===== config.mk =====
export PLATFORM = sky130hd
export DESIGN_NAME = sao_stat_bo_accum
export DESIGN_NICKNAME = d
export VERILOG_FILES = /design/src/rtl/sao_stat_bo_accum.sv
export SDC_FILE = /design/constraint.sdc
export NUM_CORES = 1
export LEC_CHECK = 0
export ABC_AREA = 1
export BUFFER_PORTS_ARGS = -buffer_cell sky130_fd_sc_hd__buf_4
export CAP_MARGIN = 20
export CORE_UTILIZATION = 45
export CTS_CLUSTER_DIAMETER = 60
export DETAILED_ROUTE_END_ITERATION = 8
export HOLD_SLACK_MARGIN = 0.06
export MAX_ROUTING_LAYER = met4
export REMOVE_ABC_BUFFERS = 1
export SLEW_MARGIN = 20
export SYNTH_ARGS = -nofsm -noshare
export SYNTH_HDL_FRONTEND = slang
export SYNTH_SLANG_ARGS = --single-unit

===== constraint.sdc =====
create_clock -name clk -period 7.97 [get_ports clk]
set_input_delay 1.594 -clock clk [delete_from_list [all_inputs] [get_ports clk]]
set_output_delay 1.594 -clock clk [all_outputs]
set_load 0.01 [all_outputs]

===== src/rtl/sao_stat_bo_accum.sv =====
// rtl/sao_stat_bo_accum.sv - SAO band-offset statistics accumulator (4 bands from the chosen band position)
module sao_stat_bo_accum #(
  parameter int bit_depth = 8,
  parameter int n_pix     = 4,
  parameter int sum_w     = 22,
  parameter int cnt_w     = 13
) (
  input  logic                       clk,
  input  logic                       rst,
  input  logic                       en_o,
  input  logic                       start,
  input  logic [1:0]                 cIdx,
  input  logic [14:0]                cand_bo,
  input  logic                       pix_valid,
  input  logic                       last,
  input  logic [bit_depth*n_pix-1:0] n_rec_m,
  input  logic [bit_depth*n_pix-1:0] n_org_m,
  input  logic                       out_ready,
  output logic                       out_valid,
  output logic [1:0]                 out_cIdx,
  output logic [4:0]                 out_band,
  output logic [sum_w*4-1:0]         bo_sum,
  output logic [cnt_w*4-1:0]         bo_cnt,
  output logic                       busy
);

  typedef enum logic [1:0] {IDLE, ACCUM, DRAIN, OUT} state_t;

  state_t state;
  state_t state_nxt;

  logic accept;
  logic [4:0] sel_band;

  // Stage-1 pipeline: per-pixel band offset, hit flag and signed difference.
  logic                        s1_valid;
  logic [1:0]                  s1_k    [n_pix];
  logic [n_pix-1:0]            s1_hit;
  logic signed [bit_depth:0]   s1_diff [n_pix];

  // Stage-1 combinational results for the beat currently presented.
  logic [1:0]                  c_k     [n_pix];
  logic [n_pix-1:0]            c_hit;
  logic signed [bit_depth:0]   c_diff  [n_pix];

  // Stage-2 per-band increments for this beat.
  logic [sum_w-1:0]            sum_inc [4];
  logic [cnt_w-1:0]            cnt_inc [4];

  assign accept = (state == ACCUM) && en_o && pix_valid;

  // Pick the band position for the requested component (cIdx 3 is not a real component).
  always_comb begin
    sel_band = cand_bo[4:0];
    case (cIdx)
      2'd1:    sel_band = cand_bo[9:5];
      2'd2:    sel_band = cand_bo[14:10];
      default: sel_band = cand_bo[4:0];
    endcase
  end

  // Classify each pixel: 5-bit wrapped distance from out_band, hit when within the 4-band window.
  always_comb begin
    for (int i = 0; i < n_pix; i++) begin
      logic [bit_depth-1:0] rec_px;
      logic [bit_depth-1:0] org_px;
      logic [4:0]           k5;
      rec_px    = n_rec_m[i*bit_depth +: bit_depth];
      org_px    = n_org_m[i*bit_depth +: bit_depth];
      k5        = rec_px[bit_depth-1 -: 5] - out_band;
      c_k[i]    = k5[1:0];
      c_hit[i]  = (k5[4:2] == 3'd0);
      c_diff[i] = $signed({1'b0, org_px}) - $signed({1'b0, rec_px});
    end
  end

  // Sum up every hitting pixel per band; several pixels may share a band in one beat.
  always_comb begin
    for (int k = 0; k < 4; k++) begin
      sum_inc[k] = '0;
      cnt_inc[k] = '0;
      for (int i = 0; i < n_pix; i++) begin
        if (s1_hit[i] && (s1_k[i] == 2'(k))) begin
          sum_inc[k] = sum_inc[k] + {{(sum_w-bit_depth-1){s1_diff[i][bit_depth]}}, s1_diff[i]};
          cnt_inc[k] = cnt_inc[k] + cnt_w'(1);
        end
      end
    end
  end

  // State register.
  always_ff @(posedge clk) begin
    if (rst) state <= IDLE;
    else     state <= state_nxt;
  end

  // Next-state logic; en_o gates progress in ACCUM/DRAIN, the OUT handshake ignores it.
  always_comb begin
    state_nxt = state;
    case (state)
      IDLE:    if (start)           state_nxt = ACCUM;
      ACCUM:   if (accept && last)  state_nxt = DRAIN;
      DRAIN:   if (en_o)            state_nxt = OUT;
      OUT:     if (out_ready)       state_nxt = IDLE;
      default:                      state_nxt = IDLE;
    endcase
  end

  // FSM outputs.
  always_comb begin
    out_valid = (state == OUT);
    busy      = (state != IDLE);
  end

  // Run setup, stage-1 capture and stage-2 accumulation.
  always_ff @(posedge clk) begin
    if (rst) begin
      out_cIdx <= '0;
      out_band <= '0;
      bo_sum   <= '0;
      bo_cnt   <= '0;
      s1_valid <= 1'b0;
      s1_hit   <= '0;
      for (int i = 0; i < n_pix; i++) begin
        s1_k[i]    <= '0;
        s1_diff[i] <= '0;
      end
    end else if ((state == IDLE) && start) begin
      out_cIdx <= cIdx;
      out_band <= sel_band;
      bo_sum   <= '0;
      bo_cnt   <= '0;
      s1_valid <= 1'b0;
    end else if (en_o && ((state == ACCUM) || (state == DRAIN))) begin
      s1_valid <= accept;
      if (accept) begin
        s1_hit <= c_hit;
        for (int i = 0; i < n_pix; i++) begin
          s1_k[i]    <= c_k[i];
          s1_diff[i] <= c_diff[i];
        end
      end
      if (s1_valid) begin
        for (int k = 0; k < 4; k++) begin
          bo_sum[k*sum_w +: sum_w] <= bo_sum[k*sum_w +: sum_w] + sum_inc[k];
          bo_cnt[k*cnt_w +: cnt_w] <= bo_cnt[k*cnt_w +: cnt_w] + cnt_inc[k];
        end
      end
    end
  end

endmodule


=== Yosys cells after proc, flatten, opt, wreduce, memory -nomap -nowiden ===
Memories as Yosys holds them, arrays and structs flattened.
Index checks and enable logic that the tools add are counted.

* $add $sub $neg: 40
* Multipliers: 0
* Divide/modulo/power cells: 0
* $lt $le $gt $ge: 0
* Eq/ne operators: 21
* Shift operators: 0
* Multiplexer cells: 53
* Bitwise logic cells: 9
* Reductions and logical operators: 36

{| class="wikitable"
|+ Operator list
! cell !! count
|-
| adder 22 bit || 16
|-
| 2-to-1 mux 22 bit || 16
|-
| adder 13 x 1 -> 13 bit (second input constant) || 12
|-
| 2-to-1 mux 13 bit || 12
|-
| adder 13 bit || 4
|-
| 2-to-1 mux 9 bit || 4
|-
| subtractor 8 x 8 -> 9 bit || 4
|-
| equality test 2 bit (second input constant) || 11
|-
| logical AND 1 bit || 21
|-
| subtractor 5 bit || 4
|-
| 2-to-1 mux 2 bit || 8
|-
| equality test 2 x 1 -> 1 bit (second input constant) || 6
|-
| logical NOT 3 bit || 4
|-
| 2-to-1 mux 1 bit || 11
|-
| logical NOT 2 bit || 5
|-
| case mux 5 bit (2 select lines) || 1
|-
| OR 1 bit || 8
|-
| case mux 2 bit (4 select lines) || 1
|-
| inequality test 2 bit (second input constant) || 3
|-
| AND reduction 4 bit || 1
|-
| AND reduction 3 bit || 1
|-
| inequality test 2 x 1 -> 1 bit (second input constant) || 1
|-
| AND reduction 2 bit || 1
|-
| nonzero test 2 bit || 1
|-
| 3 further kinds || 3
|}

* Register bits: 154
* Bits in latches: 0
* RAM bits: 44
* ROM bits: 0
* Bits of input ports: 88
* Memories kept: 2

{| class="wikitable"
|+ Memories
! memory !! depth !! bits a word !! rd ports !! clocked after Yosys merged registers in !! write ports !! RTL line !! RTL
|-
| s1_diff || 4 || 9 || 4 || 0 || 4 || 39 || <nowiki>logic signed [bit_depth:0] s1_diff [n_pix];</nowiki>
|-
| s1_k || 4 || 2 || 4 || 0 || 4 || 37 || <nowiki>logic [1:0] s1_k [n_pix];</nowiki>
|}

=== Depth between registers and ports, before layout ===
Gate-level depths: netlist of the first run.
An unclocked memory read counts as a cell.

* Word-level depth: 11
* Mapped depth: 56

=== Worst setup path before layout of the first run ===
Ideal clock, no wire load.

* Kind: flip-flop to flip-flop
* From: memory s1_k[0][1]
* To: register bo_sum[43]
* Arrival: 6,980 ps
* Data required time: 7,857 ps
* Setup slack: 878 ps
* Cell stages (with the launch flop): 46
* Path buffers: 0
* Period minus slack after synthesis: 7,092 ps
* Cell sequence: edfxtp_1 -> nor2_2 -> nand2_4 -> nor2_1 -> ha_1 -> inv_1 -> fa_1 -> inv_1 -> nand2_2 -> nand3_1 -> nand2_1 -> o21ai_2 -> a21boi_0 -> fa_1 -> a21boi_0 -> ha_1 -> a21o_1 -> a21oi_1 -> (+10 left out) -> nand2_1 -> or2_2 -> a21oi_1 -> a21oi_1 -> ha_1 -> nand2_1 -> nor2_1 -> nand4_1 -> nor2_1 -> nor2_1 -> inv_1 -> nand2_1 -> nand2_1 -> nand3_1 -> nand3_1 -> nand2_1 -> nand2_1 -> nor2_1

{| class="wikitable"
|+ RTL lines
! what !! RTL line !! RTL
|-
| start: declaration || 37 ||
|-
| end signal: indexed assignment || 145 || <nowiki>bo_sum[k*sum_w +: sum_w] <= bo_sum[k*sum_w +: sum_w] + sum_inc[k];</nowiki>
|-
| end: declaration || 22 || <nowiki>output logic [sum_w*4-1:0] bo_sum,</nowiki>
|}

==> results of run 1 <==
## worst max-delay path by stage
stage	startpoint	endpoint	slack (ps)	cells past startpoint
3_5_place_dp	s1_k[0][1]	bo_sum[87]	30	43
5_1_grt	s1_k[0][1]	bo_sum[86]	-40	46
4_1_cts	s1_k[0][1]	bo_sum[87]	6	43
6_report	s1_k[0][1]	bo_sum[43]	560	51
2_1_floorplan	s1_hit[0]	bo_sum[43]	480	51
3_3_place_gp	s1_k[0][1]	bo_sum[87]	140	43
## worst max-delay path: cells and delay by family (launching register included)
kind            cells  cell delay (ps)
flops               1              470
simple gates       28             2720
compound gates     11             1610
fa+ha+maj           6             2160
buf+inv             6              380
## sequential cells by signal (all words and copies together), names as in the netlist
signal,count
bo_sum,88
bo_cnt,52
s1_diff,36
s1_k,8
out_band,5
s1_hit,4
out_cIdx,2
state,2
s1_valid,1
## cells by family after synthesis
family / Yosys count / synth area share [%]
and+or+nand+nor: 1653 / 25.7
AOI/OAI and AO/OA: 1079 / 22.7
buffers and inverters: 674 / 9.31
adders and majority gates: 409 / 19.5
xor gates and xnor gates: 207 / 6.58
DFF: 198 / 16.0
muxes: 5 / 0.182
other: 1 / 0.0136
## placed cells by master (no fill, tap or decap), types with 47 or more instances in the layout
cell type / Yosys / routed
sky130_fd_sc_hd__ha_1: 377 / 369
sky130_fd_sc_hd__nor3_1: 55 / 47
sky130_fd_sc_hd__nand2_1: 938 / 924
sky130_fd_sc_hd__nand3_1: 184 / 182
sky130_fd_sc_hd__buf_4: 2 / 303
sky130_fd_sc_hd__a21oi_1: 392 / 373
sky130_fd_sc_hd__dfxtp_1: 154 / 153
sky130_fd_sc_hd__o21ai_0: 351 / 327
sky130_fd_sc_hd__inv_1: 573 / 572
sky130_fd_sc_hd__o21bai_1: 70 / 70
sky130_fd_sc_hd__nor2_1: 306 / 297
sky130_fd_sc_hd__xnor2_1: 76 / 76
sky130_fd_sc_hd__xor2_1: 131 / 131
sky130_fd_sc_hd__nand4_1: 52 / 52
## power breakdown
part | internal (uW) | leakage [uW] | total [uW] | switching [uW]
Sequential | 1050 | 0.00170 | 1110 | 57.0
Combinational | 229 | 0.0148 | 620 | 391
Clock | 452 | 0.000318 | 1020 | 570
Total | 1730 | 0.0168 | 2750 | 1020
## layer usage
metal / share of wire, % / GRT usage, % / vias up
li1: - / - / 14731
met1: 48 / 37.6 / 12640
met3: 5.1 / 3.88 / 115
met2: 44 / 44.2 / 628
met5: 0 / - / -
met4: 2.8 / 8.61 / 0
## stage by stage
step	TNS, ps	hold WS [ps]
2_1_floorplan	0	456
3_3_place_gp	0	441
3_5_place_dp	0	457
4_1_cts	0	482
5_1_grt	-135	522
6_report	0	475
## cell type report
type / count / area, sq um
antenna: 1 / 2.50
clock buffer: 17 / 425
clock inverter: 15 / 239
fill: 6272 / 28700
inverter: 589 / 2220
multi-input combinational: 3357 / 21000
sequential: 198 / 4410
tap: 782 / 978
timing repair buffer: 305 / 2310
## timing repair
action / CTS / global route
endpoints found under the setup margin: 0 / 26
buffers inserted: 0 / 16
gates resized for setup: 0 / 124
hold buffers: 0 / 0
==> run metrics, run 1 <==
library cell occupying the most area in the post-synthesis netlist sky130_fd_sc_hd__ha_1; biggest cell delay along the critical path 510 ps; gr usage total 28.3%; number of max-capacitance violations reported 0; DR vias/cell 5.34; clock insertion delay at the later pin of the skew report 530 ps; crit end category flop; path class of the lowest-slack min-delay path flop to flop; Fin. Hold Viols 0; wire length of the first global-routing pass 136,000 microns; buffers from clock root to sink, at most 2; most instantiated cells after synthesis 938 x sky130_fd_sc_hd__nand2_1, 573 x sky130_fd_sc_hd__inv_1, 392 x sky130_fd_sc_hd__a21oi_1; largest net degree at the start of global routing 72; number of search-and-repair iterations in the first detailed-routing pass 6; die width 249 microns; launching element type of the critical path flop; critical path data arrival time 7880 ps; final-report setup violation count 0; Final Power 2750 uW; Antenna Nets Post-Route 0; number of antenna violations at the first check in global routing 2; area added between synthesis and finish 14.8%; number of warnings reported in the yosys synthesis log 0; sequential cell area fraction in the yosys report 16.0%; Worst R2R Path Depth 51; power density over cell area 86.9 nW/um^2; Final Worst Setup Slack 565 ps; Post-Route WL 87,300 microns; global placement routability congestion 0.962; reg2reg end bo_sum[43]; overflow left after global routing 0; relative max-transition margin 26.1%; Crit path required time around 8400 ps; peak fanout along the critical path 5; post-layout utilization of the core 52.4%; Post-Syn Area ~28,000 sq um; layout cells sized above 1 12.0%; number of global-route vias before repair 26,052; Detailed Route Iter0 Violations 1,576; result of the run finished, final reports clean; number of cells in the design after placement 5,215; count of cell types in the netlist 68; minimum setup slack after placement 34.1 ps; chip height 249 microns; final non-filler cell area 31,600 sq um; slowest stage cell on the critical path sky130_fd_sc_hd__fa_1; Die ar. 62,200 sq um; number of enable flip-flop cells after synthesis 44; Post-Layout Cell Count 5,264; Synth Register Bits approximately 200; fin. max-slew vios 0; clock sinks 198; Min Clock Period, post-route around 7400 ps; Crit Path Class flop to flop; quantity of I/O buffers inserted on ports 236; Hold Path Origin bo_cnt[51]; average detailed-routed wire length per instance approximately 17 microns; Initial Utilization 45.6%; register-to-register setup slack around 560 ps; total clock buffers created by CTS 17; number of placed I/O pins 237; FMAX 0.135 GHz; area of the core 60,400 sq um; Least-Margin Pin Slew 1110 ps; Peak VDD IR 0.162 mV; mean instance size in the synthesized netlist 6.52 sq um; clock tree from TritonCTS yes; dominant cells by area after synthesis sky130_fd_sc_hd__ha_1 17%, sky130_fd_sc_hd__nand2_1 13%, sky130_fd_sc_hd__dfxtp_1 11%; Clock H-tree levels 4; Post-synth ARST share 0%; commonest register cell after synthesis sky130_fd_sc_hd__dfxtp_1; maximum clock skew at final layout 22.9 ps; Layout Nets 4,965; number of core rows 90; Critical Path Most Common Cell sky130_fd_sc_hd__nand2_1; via total after detailed routing roughly 28,000; Reg2Reg Launch Point s1_k[0][1]; Final Cycle Share 92.9%; hold path cells 2; drt drc 0; HPWL reported at the end of detailed placement just under 70,000 microns; cell area reported after detailed placement 30,400 sq um; Reg clk slew, reported paths 110 ps; leak pwr 0.0168 uW; share of the synthesized area in the top cell type 17.1%; gate count of the mapped netlist 4,226; most frequently used cell type in the post-synthesis netlist sky130_fd_sc_hd__nand2_1; Worst Hold Path EP bo_cnt[51]; cell at the root of the clock tree sky130_fd_sc_hd__clkbuf_16
Power figures use the tool's default switching activity.
==> inputs of run 2 (changes only) <==
--- a/config.mk
+++ b/config.mk
@@ -12,7 +12,6 @@
 export CTS_CLUSTER_DIAMETER = 60
 export DETAILED_ROUTE_END_ITERATION = 8
 export HOLD_SLACK_MARGIN = 0.06
-export MAX_ROUTING_LAYER = met4
 export REMOVE_ABC_BUFFERS = 1
 export SLEW_MARGIN = 20
 export SYNTH_ARGS = -nofsm -noshare
==> run 2 against run 1 <==
Net effect:
- first-iteration DRC count increased by 13%
- via count hardly changed
- maximum frequency shrank 1.5%
- clock skew rose by 3.3 ps
- sequential power barely moved
- cell count decreased by 0.15%
- clock power is essentially flat
- design area fell by 0.36%
- non-clock buffer count shrank 7
- sequential cell count did not move
- register-to-register slack lost 110 ps
- utilization shrank 0.19 points
- highest routed layer unchanged
==> run metrics, run 2 (synthesized netlist as in run 1, its figures left out) <==
Worst Setup EP bo_sum[62] (was bo_sum[43]); area occupied by registers 4410 sq um (unchanged); DR vias/cell 5.34 (about the same); total clock buffers created by CTS 17 (unchanged); die width 249 microns (unchanged); Critical Path Start s1_k[0][1] (unchanged); area added between synthesis and finish 14.4% (was 14.8%); Peak VDD IR 0.174 mV (was 0.162 mV); Final Worst Setup Slack 450 ps (was 565 ps); register-to-register setup slack 450 ps (was 560 ps); Min Hold Slack 474 ps (was 475 ps); Final Cycle Share 94.4% (was 92.9%); power density over cell area 86.6 nW/um^2 (was 86.9 nW/um^2); via total after detailed routing 28,089 (was 28,114); largest net degree at the start of global routing 110 (was 72); clock insertion delay at the later pin of the skew report 530 ps (about the same); maximum clock skew at final layout 26.2 ps (was 22.9 ps); number of placed I/O pins 237 (unchanged); leak pwr 0.0167 uW (was 0.0168 uW); Min Clock Period, post-route 7520 ps (was 7410 ps); Detailed Route Iter0 Violations 1,784 (was 1,576); area of the core 60,400 sq um (unchanged); Layout Nets 4,958 (was 4,965); Post-Route WL 86,500 microns (was 87,300 microns); Regs by FF count bo_sum x88, bo_cnt x52, s1_diff x36 (unchanged); number of max-capacitance violations reported 0 (unchanged); path class of the lowest-slack min-delay path flop to flop (unchanged); fill cell count 6,147 (was 6,272); global placement routability congestion 0.940 (was 0.962); Initial Utilization 45.6% (unchanged); chip height 249 microns (unchanged); biggest cell delay along the critical path 490 ps (was 510 ps); max reg flops 88 (unchanged); number of antenna violations at the first check in global routing 0 (was 2); peak fanout along the critical path 5 (unchanged); Die ar. 62,200 sq um (unchanged); Critical Path Most Common Cell sky130_fd_sc_hd__nand2_1 (unchanged); number of global-route vias before repair 25,749 (was 26,052); number of search-and-repair iterations in the first detailed-routing pass 6 (unchanged); total inserted antenna cells 0 (was 1); result of the run finished, final reports clean (unchanged); Reg2Reg Launch Point s1_k[0][1] (unchanged); gr usage total 27.4% (was 28.3%); register bank with the most flops bo_sum (unchanged); Worst R2R Path Depth 48 (was 51); Fin. Hold Viols 0 (unchanged); clock sinks 198 (unchanged); Crit path required time 8440 ps (about the same); overflow left after global routing 0 (unchanged); final-report setup violation count 0 (unchanged); number of core rows 90 (unchanged); clock tree from TritonCTS yes (unchanged); reg2reg end bo_sum[62] (was bo_sum[43]); average detailed-routed wire length per instance 16.5 microns (was 16.6 microns); FMAX 0.133 GHz (was 0.135 GHz); multi-input logic area 21,000 sq um (about the same); final setup TNS 0 ps (unchanged); cell at the root of the clock tree sky130_fd_sc_hd__clkbuf_16 (unchanged); crit end category flop (unchanged); hold-fix buffer count after cts 0 (unchanged); Reg clk slew, reported paths 90 ps (was 110 ps); fin. max-slew vios 0 (unchanged); Clock H-tree levels 4 (unchanged); critical path data arrival time 7990 ps (was 7880 ps); Crit Path Class flop to flop (unchanged); buffers from clock root to sink, at most 2 (unchanged); Antenna Nets Post-Route 0 (unchanged); drt drc 0 (unchanged); minimum setup slack after placement -13.6 ps (was 34.1 ps); wire length of the first global-routing pass 137,000 microns (was 136,000 microns); top library cells by usage in the layout, fill and taps aside 929 x sky130_fd_sc_hd__nand2_1, 572 x sky130_fd_sc_hd__inv_1, 378 x sky130_fd_sc_hd__a21oi_1, 368 x sky130_fd_sc_hd__ha_1, 326 x sky130_fd_sc_hd__o21ai_0 (was 924 x sky130_fd_sc_hd__nand2_1, 572 x sky130_fd_sc_hd__inv_1, 373 x sky130_fd_sc_hd__a21oi_1, 369 x sky130_fd_sc_hd__ha_1, 327 x sky130_fd_sc_hd__o21ai_0); launching element type of the critical path flop (unchanged); slowest stage cell on the critical path sky130_fd_sc_hd__fa_1 (unchanged); leading cell type in the layout, fill and taps excluded sky130_fd_sc_hd__nand2_1 (unchanged); post-layout utilization of the core 52.2% (was 52.4%); HPWL reported at the end of detailed placement 69,200 microns (was 69,600 microns); quantity of I/O buffers inserted on ports 236 (unchanged); Least-Margin Pin Slew 1140 ps (was 1110 ps); relative max-transition margin 23.9% (was 26.1%); layout cells sized above 1 11.6% (was 12.0%)
==> run 2: worst max-delay path: cells and delay by family, from the launching register on <==
kind / cells / cell delay, ps
buffers and inverters: 9 / 960
AOI/OAI and AO/OA: 12 / 1820
adders and majority gates: 6 / 2030
and+or+nand+nor: 21 / 2300
DFF: 1 / 380
==> run 2: worst min-delay path by stage <==
| stage | from | endpoint | slack [ps] | cells past startpoint |
|---|---|---|---|---|
| floorplan | s1_valid | s1_valid | 460 | 2 |
| global placement | out_cIdx[1] | out_cIdx[1] | 440 | 2 |
| detailed placement | out_cIdx[1] | out_cIdx[1] | 450 | 2 |
| CTS | out_cIdx[1] | out_cIdx[1] | 480 | 2 |
| global route | bo_cnt[51] | bo_cnt[51] | 510 | 2 |
| finish | bo_cnt[51] | bo_cnt[51] | 470 | 2 |
==> run 2: repair_timing <==
item                       4_1_cts  5_1_grt
setup buffers                    3       10
setup endpoints to repair        2       23
resized for setup                0      111
pin swaps                        0       14
==> run 2: through the flow <==
step | instances | total power (uW) | area [sq um]
2_1_floorplan | 4144 | 1500 | 27200
3_3_place_gp | 5211 | 1730 | 30400
3_5_place_dp | 5211 | 1730 | 30400
4_1_cts | 5246 | 2740 | 31100
5_1_grt | 5256 | 2870 | 31500
6_report | 5256 | 2730 | 31500
==> run 2: final cells by class <==
class	instances	share of cell area (%)
Multi-Input combinational cell	3357	66.6
Sequential cell	198	14.0
Timing Repair Buffer	298	7.15
Inverter	589	7.04
Tap cell	782	3.11
Clock buffer	17	1.35
Clock inverter	15	0.758
==> run 2: where the power goes <==
group / switching [uW] / internal [uW]
clock: 558 / 449
combinational: 389 / 229
sequential: 54.8 / 1050
total: 1000 / 1730
==> run 2: routing by layer <==
metal	GRT usage, %	routed length, microns
met5	0	0
met1	38.0	41800
met2	45.1	39200
met3	3.77	4360
met4	5.43	1260
==> inputs of run 3 (changes only) <==
--- a/config.mk
+++ b/config.mk
@@ -8,10 +8,14 @@
 export ABC_AREA = 1
 export BUFFER_PORTS_ARGS = -buffer_cell sky130_fd_sc_hd__buf_4
 export CAP_MARGIN = 20
+export CELL_PAD_IN_SITES_DETAIL_PLACEMENT = 0
+export CELL_PAD_IN_SITES_GLOBAL_PLACEMENT = 1
 export CORE_UTILIZATION = 45
 export CTS_CLUSTER_DIAMETER = 60
 export DETAILED_ROUTE_END_ITERATION = 8
+export GPL_ROUTABILITY_DRIVEN = 0
 export HOLD_SLACK_MARGIN = 0.06
+export PLACE_DENSITY_LB_ADDON = 0.1
 export REMOVE_ABC_BUFFERS = 1
 export SLEW_MARGIN = 20
 export SYNTH_ARGS = -nofsm -noshare
==> run 3 against run 2 <==
Net effect:
- via count grew 0.53%
- largest power group unchanged
- first-iteration DRC count is 2.6% lower
- cell count grew 0.19%
- critical path type unchanged
- register-to-register slack better by 70 ps
- worst hold slack better by 8.9 ps
- routed wire length grew 0.91%
- setup slack better by 71 ps
- combinational power is essentially flat
- global-route usage up 0.38 points
- utilization grew 0.30 points
==> run metrics, run 3 (synthesized netlist as in run 1, its figures left out) <==
drt drc 0 (unchanged); hold path cells 2 (unchanged); cell at the root of the clock tree sky130_fd_sc_hd__clkbuf_16 (unchanged); layout cells sized above 1 12.3% (was 11.6%); biggest cell delay along the critical path 510 ps (was 490 ps); quantity of I/O buffers inserted on ports 236 (unchanged); DR vias/cell 5.36 (was 5.34); Reg2Reg Launch Point s1_k[0][0] (was s1_k[0][1]); number of placed I/O pins 237 (unchanged); total clock buffers created by CTS 17 (unchanged); Worst R2R Path Depth 47 (was 48); number of search-and-repair iterations in the first detailed-routing pass 6 (unchanged); leak pwr 0.0168 uW (was 0.0167 uW); sequential power share 40.6% (was 40.5%); wire length of the first global-routing pass 139,000 microns (was 137,000 microns); register-to-register setup slack 520 ps (was 450 ps); result of the run finished, final reports clean (unchanged); Layout Nets 4,968 (was 4,958); launching element type of the critical path flop (unchanged); Post-Route WL 87,300 microns (was 86,500 microns); cell area reported after detailed placement 30,400 sq um (about the same); critical path data arrival time 7920 ps (was 7990 ps); clock network fraction of design power 36.6% (was 36.9%); path class of the lowest-slack min-delay path flop to flop (unchanged); reg2reg end bo_sum[64] (was bo_sum[62]); clock tree from TritonCTS yes (unchanged); number of core rows 90 (unchanged); overflow left after global routing 0 (unchanged); HPWL reported at the end of detailed placement 70,100 microns (was 69,200 microns); crit end category flop (unchanged); final-report setup violation count 0 (unchanged); sw power 993 uW (was 1000 uW); clock sinks 198 (unchanged); register bank with the most flops bo_sum (unchanged); hold-fix buffer count after cts 0 (unchanged); switching part of the total power 36.5% (was 36.7%); unrepaired setup endpoints after global routing yes; Pint 1730 uW (about the same); FMAX 0.134 GHz (was 0.133 GHz); die width 249 microns (unchanged); max reg flops 88 (unchanged); Min Clock Period, post-route 7450 ps (was 7520 ps); final non-filler cell area 31,700 sq um (was 31,500 sq um); Regs by FF count bo_sum x88, bo_cnt x52, s1_diff x36 (unchanged); Critical Path Most Common Cell sky130_fd_sc_hd__nand2_1 (unchanged); fin. max-slew vios 0 (unchanged); clock insertion delay at the later pin of the skew report 520 ps (was 530 ps); leading cell type in the layout, fill and taps excluded sky130_fd_sc_hd__nand2_1 (unchanged); Die ar. 62,200 sq um (unchanged); Fin. Hold Viols 0 (unchanged); Hold Path Origin bo_cnt[51] (unchanged); area added between synthesis and finish 15.1% (was 14.4%); number of antenna violations at the first check in global routing 0 (unchanged); peak fanout along the critical path 5 (unchanged); largest net degree at the start of global routing 73 (was 110); Peak VDD IR 0.158 mV (was 0.174 mV); relative max-transition margin 28.8% (was 23.9%); Worst Hold Path EP bo_cnt[51] (unchanged); number of max-capacitance violations reported 0 (unchanged); area of the core 60,400 sq um (unchanged); maximum clock skew at final layout 26.0 ps (was 26.2 ps); Antenna Nets Post-Route 0 (unchanged); number of global-route vias before repair 25,974 (was 25,749); Reg clk slew, reported paths 100 ps (was 90 ps); top library cells by usage in the layout, fill and taps aside 925 x sky130_fd_sc_hd__nand2_1, 570 x sky130_fd_sc_hd__inv_1, 372 x sky130_fd_sc_hd__a21oi_1, 367 x sky130_fd_sc_hd__ha_1, 326 x sky130_fd_sc_hd__o21ai_0 (was 929 x sky130_fd_sc_hd__nand2_1, 572 x sky130_fd_sc_hd__inv_1, 378 x sky130_fd_sc_hd__a21oi_1, 368 x sky130_fd_sc_hd__ha_1, 326 x sky130_fd_sc_hd__o21ai_0); via total after detailed routing 28,239 (was 28,089); Clock H-tree levels 4 (unchanged); Crit path required time 8440 ps (about the same); chip height 249 microns (unchanged); gr usage total 27.8% (was 27.4%); power density over cell area 85.8 nW/um^2 (was 86.6 nW/um^2); power share of the combinational group 22.8% (was 22.6%); post-layout utilization of the core 52.5% (was 52.2%); total inserted antenna cells 0 (unchanged); Least-Margin Pin Slew 1060 ps (was 1140 ps); Critical Path Start s1_k[0][0] (was s1_k[0][1]); average detailed-routed wire length per instance 16.6 microns (was 16.5 microns); final setup TNS 0 ps (unchanged); slowest stage cell on the critical path sky130_fd_sc_hd__edfxtp_1 (was sky130_fd_sc_hd__fa_1); buffers from clock root to sink, at most 2 (unchanged); Initial Utilization 45.6% (unchanged); Detailed Route Iter0 Violations 1,738 (was 1,784); Crit Path Class flop to flop (unchanged); Final Cycle Share 93.5% (was 94.4%); Min Hold Slack 483 ps (was 474 ps)
## run 3: cell types whose count changed in the layout (fill, tap and decap cells not counted), moves of 3 or more
cell	before	now
sky130_fd_sc_hd__a21oi_1	378	372
sky130_fd_sc_hd__clkinv_8	6	2
sky130_fd_sc_hd__a21oi_2	21	25
sky130_fd_sc_hd__nand2_2	27	30
sky130_fd_sc_hd__nor4_4	4	7
sky130_fd_sc_hd__nor2_1	299	296
sky130_fd_sc_hd__nand2_1	929	925
sky130_fd_sc_hd__buf_4	296	306
## run 3: cell type report
type | instances | area (sq um)
Multi-Input combinational cell | 3357 | 21100
Clock inverter | 15 | 218
Fill cell | 6209 | 28700
Sequential cell | 198 | 4400
Tap cell | 782 | 978
Clock buffer | 17 | 425
Timing Repair Buffer | 308 | 2340
Inverter | 589 | 2220
## run 3: critical path: cells and delay by family, from the launching register on
kind | cells | cell delay [ps]
simple gates | 21 | 2520
fa+ha+maj | 6 | 2000
compound gates | 11 | 1350
buf+inv | 8 | 800
flops | 1 | 510
xor+xnor | 1 | 180
## run 3: power by group through the flow
stage               Sequential (uW)  Clock [uW]  Combinational, uW
floorplan                      1110           0                388
global placement               1130           0                606
detailed placement             1130           0                602
CTS                            1100        1020                607
global route                   1110        1060                699
finish                         1100         996                620
## run 3: how the worst max path moves through the flow
| stage | end | slack [ps] | cells past startpoint |
|---|---|---|---|
| floorplan | bo_sum[43] | 480 | 51 |
| global placement | bo_sum[65] | -80 | 46 |
| detailed placement | bo_sum[65] | -220 | 46 |
| CTS | bo_sum[65] | 3 | 46 |
| global route | bo_sum[64] | -90 | 47 |
| finish | bo_sum[64] | 520 | 47 |
## run 3: per-stage QoR
step	power [uW]	setup WS (ps)	instances
detailed placement	1730	-219	5214
global route	2860	-92.4	5266
global placement	1730	-76.5	5214
floorplan	1500	481	4144
CTS	2730	3.48	5246
finish	2720	521	5266
## run 3: timing repair
action / CTS / global route
endpoints found under the setup margin: 6 / 31
pin swaps: 0 / 27
setup buffers: 0 / 19
resized for setup: 4 / 134
## run 3: metal layers
metal	wire, microns	GRT usage [%]	vias to the layer above
met1	42700	39.0	12788
met4	1810	7.34	0
met2	38800	44.8	633
li1	-	-	14737
met5	0	0	-
met3	4020	3.27	81
